### src/rtl/acp_audio_pkg.sv
// Shared audio-path constants and helpers for the ACP output stage.
package acp_audio_pkg;

  localparam int unsigned SAMPLE_W_DEF   = 8;
  localparam int unsigned FIFO_DEPTH_DEF = 4;
  localparam int unsigned SAMPLE_DIV_DEF = 1024;

  // Midscale PCM value: a 50% duty PWM, heard as silence.
  localparam logic [7:0] SILENCE = 8'h80;

  // Occupancy counters need one extra bit to represent "full".
  function automatic int unsigned level_w(input int unsigned depth);
    return $clog2(depth) + 1;
  endfunction

endpackage

### src/rtl/acp_sample_fifo.sv
// Synchronous sample FIFO with occupancy counter; ready depends only on the registered level.
module acp_sample_fifo
  import acp_audio_pkg::*;
#(
  parameter int unsigned DATA_W = SAMPLE_W_DEF,
  parameter int unsigned DEPTH  = FIFO_DEPTH_DEF
) (
  input  logic                       i_clk,
  input  logic                       i_rst,
  input  logic                       i_push,
  input  logic [DATA_W-1:0]          i_push_data,
  input  logic                       i_pop,
  output logic [DATA_W-1:0]          o_head,
  output logic                       o_empty,
  output logic                       o_ready,
  output logic [level_w(DEPTH)-1:0]  o_level
);

  localparam int unsigned PTR_W = $clog2(DEPTH);
  localparam int unsigned LVL_W = level_w(DEPTH);

  logic [DATA_W-1:0] r_mem [DEPTH];
  logic [PTR_W-1:0]  r_wr_ptr;
  logic [PTR_W-1:0]  r_rd_ptr;
  logic [LVL_W-1:0]  r_level;

  logic w_full;
  logic w_push;
  logic w_pop;

  assign w_full  = (r_level == LVL_W'(DEPTH));
  assign o_empty = (r_level == '0);
  assign o_ready = !w_full;
  assign o_level = r_level;
  assign o_head  = r_mem[r_rd_ptr];

  assign w_push = i_push && !w_full;
  assign w_pop  = i_pop && !o_empty;

  // DEPTH is a power of two, so the pointers wrap by natural overflow.
  always_ff @(posedge i_clk) begin
    // NOTE: sequential state uses non-blocking assignments so every register sees pre-edge values.
    if (i_rst) begin
      r_wr_ptr <= '0;
      r_rd_ptr <= '0;
      r_level  <= '0;
    end else begin
      if (w_push) r_wr_ptr <= r_wr_ptr + 1'b1;
      if (w_pop)  r_rd_ptr <= r_rd_ptr + 1'b1;
      case ({w_push, w_pop})
        2'b10:   r_level <= r_level + 1'b1;
        2'b01:   r_level <= r_level - 1'b1;
        default: r_level <= r_level;
      endcase
    end
  end

  // NOTE: storage is deliberately not reset; the level counter alone defines which entries are valid.
  always_ff @(posedge i_clk) begin
    if (w_push && !i_rst) r_mem[r_wr_ptr] <= i_push_data;
  end

endmodule

### src/rtl/acp_pwm_dac.sv
// ACP audio output: sample FIFO, sample-rate divider, period-aligned duty update, PWM and underrun flag.
module acp_pwm_dac
  import acp_audio_pkg::*;
#(
  parameter int unsigned SAMPLE_W   = SAMPLE_W_DEF,
  parameter int unsigned FIFO_DEPTH = FIFO_DEPTH_DEF,
  parameter int unsigned SAMPLE_DIV = SAMPLE_DIV_DEF
) (
  input  logic                            clk50MHz,
  input  logic                            rst,
  input  logic [SAMPLE_W-1:0]             sample_in,
  input  logic                            sample_valid,
  output logic                            sample_ready,
  input  logic                            underrun_clr,
  output logic                            pwm_out,
  output logic                            underrun,
  output logic [level_w(FIFO_DEPTH)-1:0]  fifo_level
);

  localparam int unsigned DIV_W = $clog2(SAMPLE_DIV);
  localparam logic [DIV_W-1:0]    DIV_LAST = DIV_W'(SAMPLE_DIV - 1);
  localparam logic [SAMPLE_W-1:0] MIDSCALE = SAMPLE_W'(SILENCE);

  logic [DIV_W-1:0]    r_div_cnt;
  logic [SAMPLE_W-1:0] r_pwm_cnt;
  logic [SAMPLE_W-1:0] r_duty;
  logic [SAMPLE_W-1:0] r_duty_next;
  logic                r_pwm_out;
  logic                r_underrun;

  logic                w_tick;
  logic                w_fifo_empty;
  logic [SAMPLE_W-1:0] w_fifo_head;

  acp_sample_fifo #(
    .DATA_W (SAMPLE_W),
    .DEPTH  (FIFO_DEPTH)
  ) u_fifo (
    .i_clk       (clk50MHz),
    .i_rst       (rst),
    .i_push      (sample_valid),
    .i_push_data (sample_in),
    .i_pop       (w_tick),
    .o_head      (w_fifo_head),
    .o_empty     (w_fifo_empty),
    .o_ready     (sample_ready),
    .o_level     (fifo_level)
  );

  assign w_tick = (r_div_cnt == DIV_LAST);

  always_ff @(posedge clk50MHz) begin
    if (rst) begin
      r_div_cnt <= '0;
    end else begin
      r_div_cnt <= w_tick ? '0 : r_div_cnt + 1'b1;
    end
  end

  // An empty tick repeats the previous sample rather than dropping to silence.
  always_ff @(posedge clk50MHz) begin
    if (rst) begin
      r_duty_next <= MIDSCALE;
      r_underrun  <= 1'b0;
    end else begin
      if (w_tick && !w_fifo_empty) r_duty_next <= w_fifo_head;
      if (w_tick && w_fifo_empty)  r_underrun  <= 1'b1;
      else if (underrun_clr)       r_underrun  <= 1'b0;
    end
  end

  // Duty is only reloaded on the last count of a period, so no period is ever truncated.
  always_ff @(posedge clk50MHz) begin
    if (rst) begin
      r_pwm_cnt <= '0;
      r_duty    <= MIDSCALE;
      r_pwm_out <= 1'b0;
    end else begin
      r_pwm_cnt <= r_pwm_cnt + 1'b1;
      if (&r_pwm_cnt) r_duty <= r_duty_next;
      r_pwm_out <= (r_pwm_cnt < r_duty);
    end
  end

  assign pwm_out  = r_pwm_out;
  assign underrun = r_underrun;

endmodule

### config.mk
export PLATFORM = sky130hd
export DESIGN_NAME = acp_pwm_dac
export DESIGN_NICKNAME = d
export VERILOG_FILES = /design/src/rtl/acp_audio_pkg.sv /design/src/rtl/acp_sample_fifo.sv /design/src/rtl/acp_pwm_dac.sv
export SDC_FILE = /design/constraint.sdc
export NUM_CORES = 1
export LEC_CHECK = 0
export ABC_AREA = 1
export CAP_MARGIN = 30
export CORE_MARGIN = 5
export CORE_UTILIZATION = 59
export CTS_CLUSTER_SIZE = 10
export DETAILED_ROUTE_END_ITERATION = 16
export PLACE_DENSITY = 0.79
export RECOVER_POWER = 100
export SLEW_MARGIN = 5
export SYNTH_ARGS = -nofsm -noshare
export SYNTH_HDL_FRONTEND = slang
export SYNTH_SLANG_ARGS = --single-unit
### constraint.sdc
create_clock -name clk50MHz -period 2.5 [get_ports clk50MHz]
set_input_delay 0.25 -clock clk50MHz [delete_from_list [all_inputs] [get_ports clk50MHz]]
set_output_delay 0.25 -clock clk50MHz [all_outputs]
set_load 0.03 [all_outputs]
* Word level (Yosys, flattened, before mapping) *
Memories as Yosys holds them, arrays and structs flattened. A register that Yosys moved wholly into a read port is not among the register bits.
Cells that the tools add are included.

operators by class
  magnitude comparators = 1
  reduce and logical (&&, ||, !) cells = 12
  add/sub/neg operators = 6
  equal/unequal tests = 4
  muxes and demuxes = 5

operators by type and width
  cell                                                  count
  adder 10 x 1 -> 10 bit (second input constant)        1
  equality test 10 bit (second input constant)          1
  adder 8 x 1 -> 8 bit (second input constant)          1
  < comparator 8 bit                                    1
  AND reduction 8 bit                                   1
  case mux 3 bit (2 select lines)                       1
  adder 2 x 1 -> 2 bit (second input constant)          2
  logical AND 1 bit                                     4
  2-to-1 mux 1 bit                                      4
  nonzero test 2 bit                                    2
  adder 3 x 1 -> 3 bit (second input constant)          1
  equality test 3 bit (second input constant)           1
  zero test 1 bit                                       3
  zero test 3 bit                                       1
  subtractor 3 x 1 -> 3 bit (second input constant)     1
  equality test 2 x 1 -> 1 bit (second input constant)  1
  equality test 2 bit (second input constant)           1
  OR reduction 2 bit                                    1

storage, ports and cells
  logic and storage cells = 37
  output and inout bits = 6
  bits of input ports = 12
  bits in registers = 35
  memory bits (writable) = 32
  memories = 1

memories
  name          words  width  read ports  clocked after Yosys merged registers in  write ports  line                   source
  u_fifo.r_mem  4      8      1           1                                        1            acp_sample_fifo.sv:22  logic [DATA_W-1:0] r_mem [DEPTH];

* Longest topological paths before layout *
  depth in word-level cells = 6
  mapped depth = 13
  gate-level depth less buffers = 13

* Hierarchy *
Synthesis repeated with hierarchy kept, for this count alone.

unflattened totals
  cells, all modules = 358
  area, all modules = 3,353.2 um2

by module, submodules not included
  module           cells an instance  sequential area each (um2)  times used  area each (um2)
  acp_sample_fifo  149                1,141.1                     1           1,705.4
  acp_pwm_dac      209                720.7                       1           1,647.8

* Worst setup path after synthesis *
No wires, ideal clock.

  path type = reg2reg
  start = reg u_fifo.r_level[0], in the netlist u_fifo.o_level[0]
  end = reg u_fifo.r_level[2], in the netlist u_fifo.o_level[2]
  data arrival time = 2.057 ns
  required time = 2.430 ns
  setup slack = 0.373 ns
  cell stages (with the launch flop) = 12
  clock period less this slack = 2.127 ns
  path buffers = 0
  library setup time = 0.070 ns
  path through = dfxtp_1 > inv_1 > nand3_1 > nand2_1 > ha_1 > inv_1 > fa_1 > nor2_1 > nor2_1 > nand2_1 > o21ai_0 > a21oi_1

on the way
  word-level cells in the longest chain between the ends = 5
  elaborated cells on any way between the ends = 12
  those cells by class = add/sub (2); eq/ne (3); mux (1); reduce/logical (6)

ends and longest elaborated chain
  what                                                                          line                   source
  start, declared                                                               acp_sample_fifo.sv:25  logic [LVL_W-1:0] r_level;
  start signal, assigned                                                        acp_sample_fifo.sv:51  2'b10: r_level <= r_level + 1'b1;
  start signal, assigned                                                        acp_sample_fifo.sv:52  2'b01: r_level <= r_level - 1'b1;
  start signal, assigned                                                        acp_sample_fifo.sv:53  default: r_level <= r_level;
  equality test 3 bit (*)                                                       acp_sample_fifo.sv:31  assign w_full = (r_level == LVL_W'(DEPTH));
  zero test 1 bit (*)                                                           n/a
  via sample_ready                                                              acp_pwm_dac.sv:13      output logic sample_ready,
  logical AND 1 bit (*)                                                         acp_sample_fifo.sv:37  assign w_push = i_push && !w_full;
  equality test 2 x 1 -> 1 bit / equality test 2 bit (equally long branches)    acp_sample_fifo.sv:50  case ({w_push, w_pop})
  case mux 3 bit (2 select lines) / nonzero test 2 bit (equally long branches)  n/a

Mark *: on every way through the listed nets, which the timed path passes. The rest lies on a longest branch.
A chain may end at the register's enable or synchronous reset.

* Worst setup path after layout *
  start = reg r_div_cnt[0]
  end = reg u_fifo.r_level[2], in the netlist u_fifo.o_level[2]

on the way
  word-level cells in the longest chain between the ends = 4
  elaborated cells on any way between the ends = 6
  those cells by class = eq/ne (3); mux (1); reduce/logical (2)

ends and longest elaborated chain
  what                                                                          line                   source
  start, declared                                                               acp_pwm_dac.sv:24      logic [DIV_W-1:0] r_div_cnt;
  start signal, assigned                                                        acp_pwm_dac.sv:56      r_div_cnt <= w_tick ? '0 : r_div_cnt + 1'b1;
  equality test 10 bit (*)                                                      acp_pwm_dac.sv:50      assign w_tick = (r_div_cnt == DIV_LAST);
  logical AND 1 bit (*)                                                         acp_sample_fifo.sv:38  assign w_pop = i_pop && !o_empty;
  via u_fifo.w_pop                                                              acp_sample_fifo.sv:29  logic w_pop;
  equality test 2 x 1 -> 1 bit / equality test 2 bit (equally long branches)    acp_sample_fifo.sv:50
  case mux 3 bit (2 select lines) / nonzero test 2 bit (equally long branches)  n/a

Marked as above.

==> reports/metrics.csv <==
stage;metric;value;unit
critical_path;WP data arrival;2.50;ns
route;first-pass detailed-route iteration total;4;
layout;most frequent cells in the layout;nor2_1 (73), nand2_1 (55), inv_1 (43), dfxtp_1 (43);
cts;CTS tree;built;
layout;Area growth syn-to-layout;12.9;%
critical_path;Critical Path RT;2.79;ns
placed_design;dpl hpwl;3.64;mm
critical_path;Critical Path Source Type;flop;
die;Die Area;7100;µm²
route;vias;2295;
sta;Max Clk Rate;453;MHz
sta;Worst Tran Pin Value;0.605;ns
sta;Setup TNS;0;ns
worst_hold_path;Hold Path Depth;2;
logic_synthesis;post-synthesis instance total;361;
route;Initial DRC Count;119;
logic_synthesis;Synth async-reset ratio;0;%
sta;endpoints failing setup;0;
route;met1 WL;2.40;mm
critical_path;critical path, cell by cell;ha_1 -> nand2_1 -> nor2_4 -> nand3_1 -> nor2_1 -> ha_1 -> inv_1 -> fa_1 -> nor2_1 -> nor2_1 -> nand2_1 -> o21ai_0 -> a21oi_1;
global_routing;initial antenna violation count;0;
cts;Num CTS Buffers;9;
critical_path;crit path max-delay cell type;fa_1;
cts;post-cts resize count;0;
logic_synthesis;Mapped Area;3250;µm²
layout;n_diodes;0;
sta;unrepaired setup endpoints after global routing;no;
sta;Slew Limit Fails;0;
logic_synthesis;Syn Area/Cell;9.01;µm²
layout;final cell count without fillers;461;
logic_synthesis;Netlist cell types;31;
placed_design;RePlAce Congestion;0.776;
route;Via-to-Cell Ratio;4.98;
critical_path;Worst Reg-to-Reg Cells;13;
global_routing;largest net degree at the start of global routing;29;
run;MaxCap Viol Count;0;
global_routing;global route total overflow;0;
die;row count;27;
cts;CTS Buffer Depth;2;
die;starting density of the core;59.8;%
logic_synthesis;EDFF count, synth;32;
sta;worst rel slew slack;59.6;%
logic_synthesis;syn nets;388;
logic_synthesis;Top FF cell, synth;dfxtp_1;
route;met3 wire len;307;µm
route;Antenna Violating Nets Remaining;0;
route;# DRC;0;
critical_path;FF-to-FF setup slack;0.29;ns
sta;final clock skew;0.00771;ns
sta;Final period util;88.3;%
critical_path;crit path buf inv count;1;
layout;nets@finish;411;
critical_path;Worst path most repeated cell;nor2_1;
die;IO Count;18;
die;Die Y;84.2;µm
critical_path;worst reg2reg path startpoint;r_div_cnt[0];
route;metal2 WL;2.57;mm
run_status;status;completed;
route;drt total wl;5.36;mm
critical_path;Largest stage delay, worst path;0.38;ns
cts;CTS root buf;clkbuf_8;
route;Wirelength per Cell;11.6;µm
critical_path;worst-path fanout max;3;
cts;hold buffers post-CTS;0;
power_and_ir_drop;Max VDD drop;0.717;mV
sta;Final Hold Viols;0;
power_and_ir_drop;Power Density;663;nW/µm²
global_routing;number of global-route vias before repair;2123;
worst_hold_path;Worst Hold Endpoint;r_duty[5];
critical_path;CP endpoint kind;flop;
route;top routing layer in use;met4;
critical_path;CP delay by family, top;adder cells;
cts;CTS clk-pin slew, worst paths;0.08;ns
critical_path;critical path class;reg2reg;
die;core area;5440;µm²
die;die width;84.2;µm
cts;Post-CTS Setup Bufs;0;
cts;Clock Sinks;75;
layout;commonest non-fill, non-tap cell in the layout;nor2_1;
layout;Layout fillers;443;
power_and_ir_drop;Lkg Pwr;1.49;nW
global_routing;first-pass GRT wire length;9.30;mm
worst_hold_path;HP Start;r_duty[5];
critical_path;RR Endpoint;u_fifo.o_level[2];
worst_hold_path;type of the tightest min-delay check;reg2reg;
logic_synthesis;post-synthesis sequential area ratio;56.0;%
sta;Final min period;2.21;ns
cts;clk_lat worst skew;0.36;ns
layout;layout cells sized above 1;6.17;%
placed_design;Placed Instances;445;
placed_design;# port buffers;17;
logic_synthesis;Seq cells post-synth;75;
logic_synthesis;synth warn;0;
global_routing;gr usage total;16.6;%
cts;H-tree depth;3;
power by group:
part | total, W | switching (W) | internal, W
logic | 0.000128 | 0.0000803 | 0.0000481
clock network | 0.000987 | 0.000498 | 0.000488
registers | 0.00132 | 0.0000145 | 0.00130
total | 0.00243 | 0.000593 | 0.00184
synth_stat cells, types with 3 or more instances:
library cell  count  area, µm²
ha_1             14        175
nand3_1          13       65.1
nand2_1          55        206
xor2_1            3       26.3
dfxtp_1          43        861
o21ai_0          31        155
a21oi_1          24        120
inv_1            42        158
buf_2             4       20.0
buf_4             3       22.5
nor2_1           72        270
edfxtp_1         32        961
tightest hold or removal path, stage by stage, from the launching register on:
cell and delay (ns):
dfxtp_1 0.30, inv_1 0.06, a21oi_1 0.05
logic make-up (layout without fill, tap and decap cells):
logic type / Yosys count / after routing / share of synthesized area (%)
AO/OA/AOI/OAI: 58 / 58 / 9.08
XOR/XNOR: 5 / 5 / 1.35
AND/OR/NAND/NOR: 154 / 154 / 20.3
adder cells (fa/ha/maj): 15 / 15 / 6.00
buffers and inverters: 54 / 82 / 7.27
flip-flops: 75 / 75 / 56.0
sequential cells by signal, summed over array words and instances (netlist names):
signal           cells
r_pwm_cnt            8
underrun             1
r_div_cnt           10
pwm_out              1
u_fifo.r_mem        32
u_fifo.o_level       3
r_duty               8
r_duty_next          8
u_fifo.r_rd_ptr      2
u_fifo.r_wr_ptr      2
layout make-up:
| cell class | instances | area, µm² | share of cell area, % |
|---|---|---|---|
| clock buffers | 9 | 124 | 3.37 |
| repair buffers | 22 | 193 | 5.25 |
| flip-flops and latches | 75 | 1820 | 49.6 |
| inverters | 44 | 165 | 4.50 |
| multi-input cells | 232 | 1190 | 32.4 |
| well taps | 72 | 90.1 | 2.45 |
| clock inverters | 7 | 87.6 | 2.39 |
worst max-delay path by stage:
stage / startpoint / end / slack (ns) / cells past startpoint
final: r_div_cnt[0] / u_fifo.o_level[2] / 0.29 / 13
after floorplan: u_fifo.o_level[0] / u_fifo.o_level[2] / 0.37 / 11
after CTS: r_div_cnt[0] / u_fifo.o_level[2] / 0.31 / 13
after detailed placement: r_div_cnt[0] / u_fifo.o_level[2] / 0.33 / 13
after global routing: r_div_cnt[0] / u_fifo.o_level[2] / 0.04 / 13
after global placement: r_div_cnt[0] / u_fifo.o_level[2] / 0.46 / 13
metal layers:
metal	vias up	global-route usage, %
li1	1213	-
met2	44	27.9
met5	-	0
met1	1028	19.2
met4	0	5.26
met3	10	7.26
metrics by stage:
step / hold slack (ns) / power (W) / worst slack (ns) / util (%) / cell area (µm²)
after detailed placement: 0.441 / 0.00148 / 0.330 / 64.0 / 3480
after floorplan: 0.349 / 0.00143 / 0.373 / - / 3250
after CTS: 0.460 / 0.00246 / 0.310 / 67.8 / 3690
final: 0.457 / 0.00243 / 0.293 / 67.5 / 3670
after global routing: 0.475 / 0.00253 / 0.0417 / 67.5 / 3670
after global placement: 0.430 / 0.00148 / 0.455 / 64.0 / 3480
(Power assumes the default switching activity.)
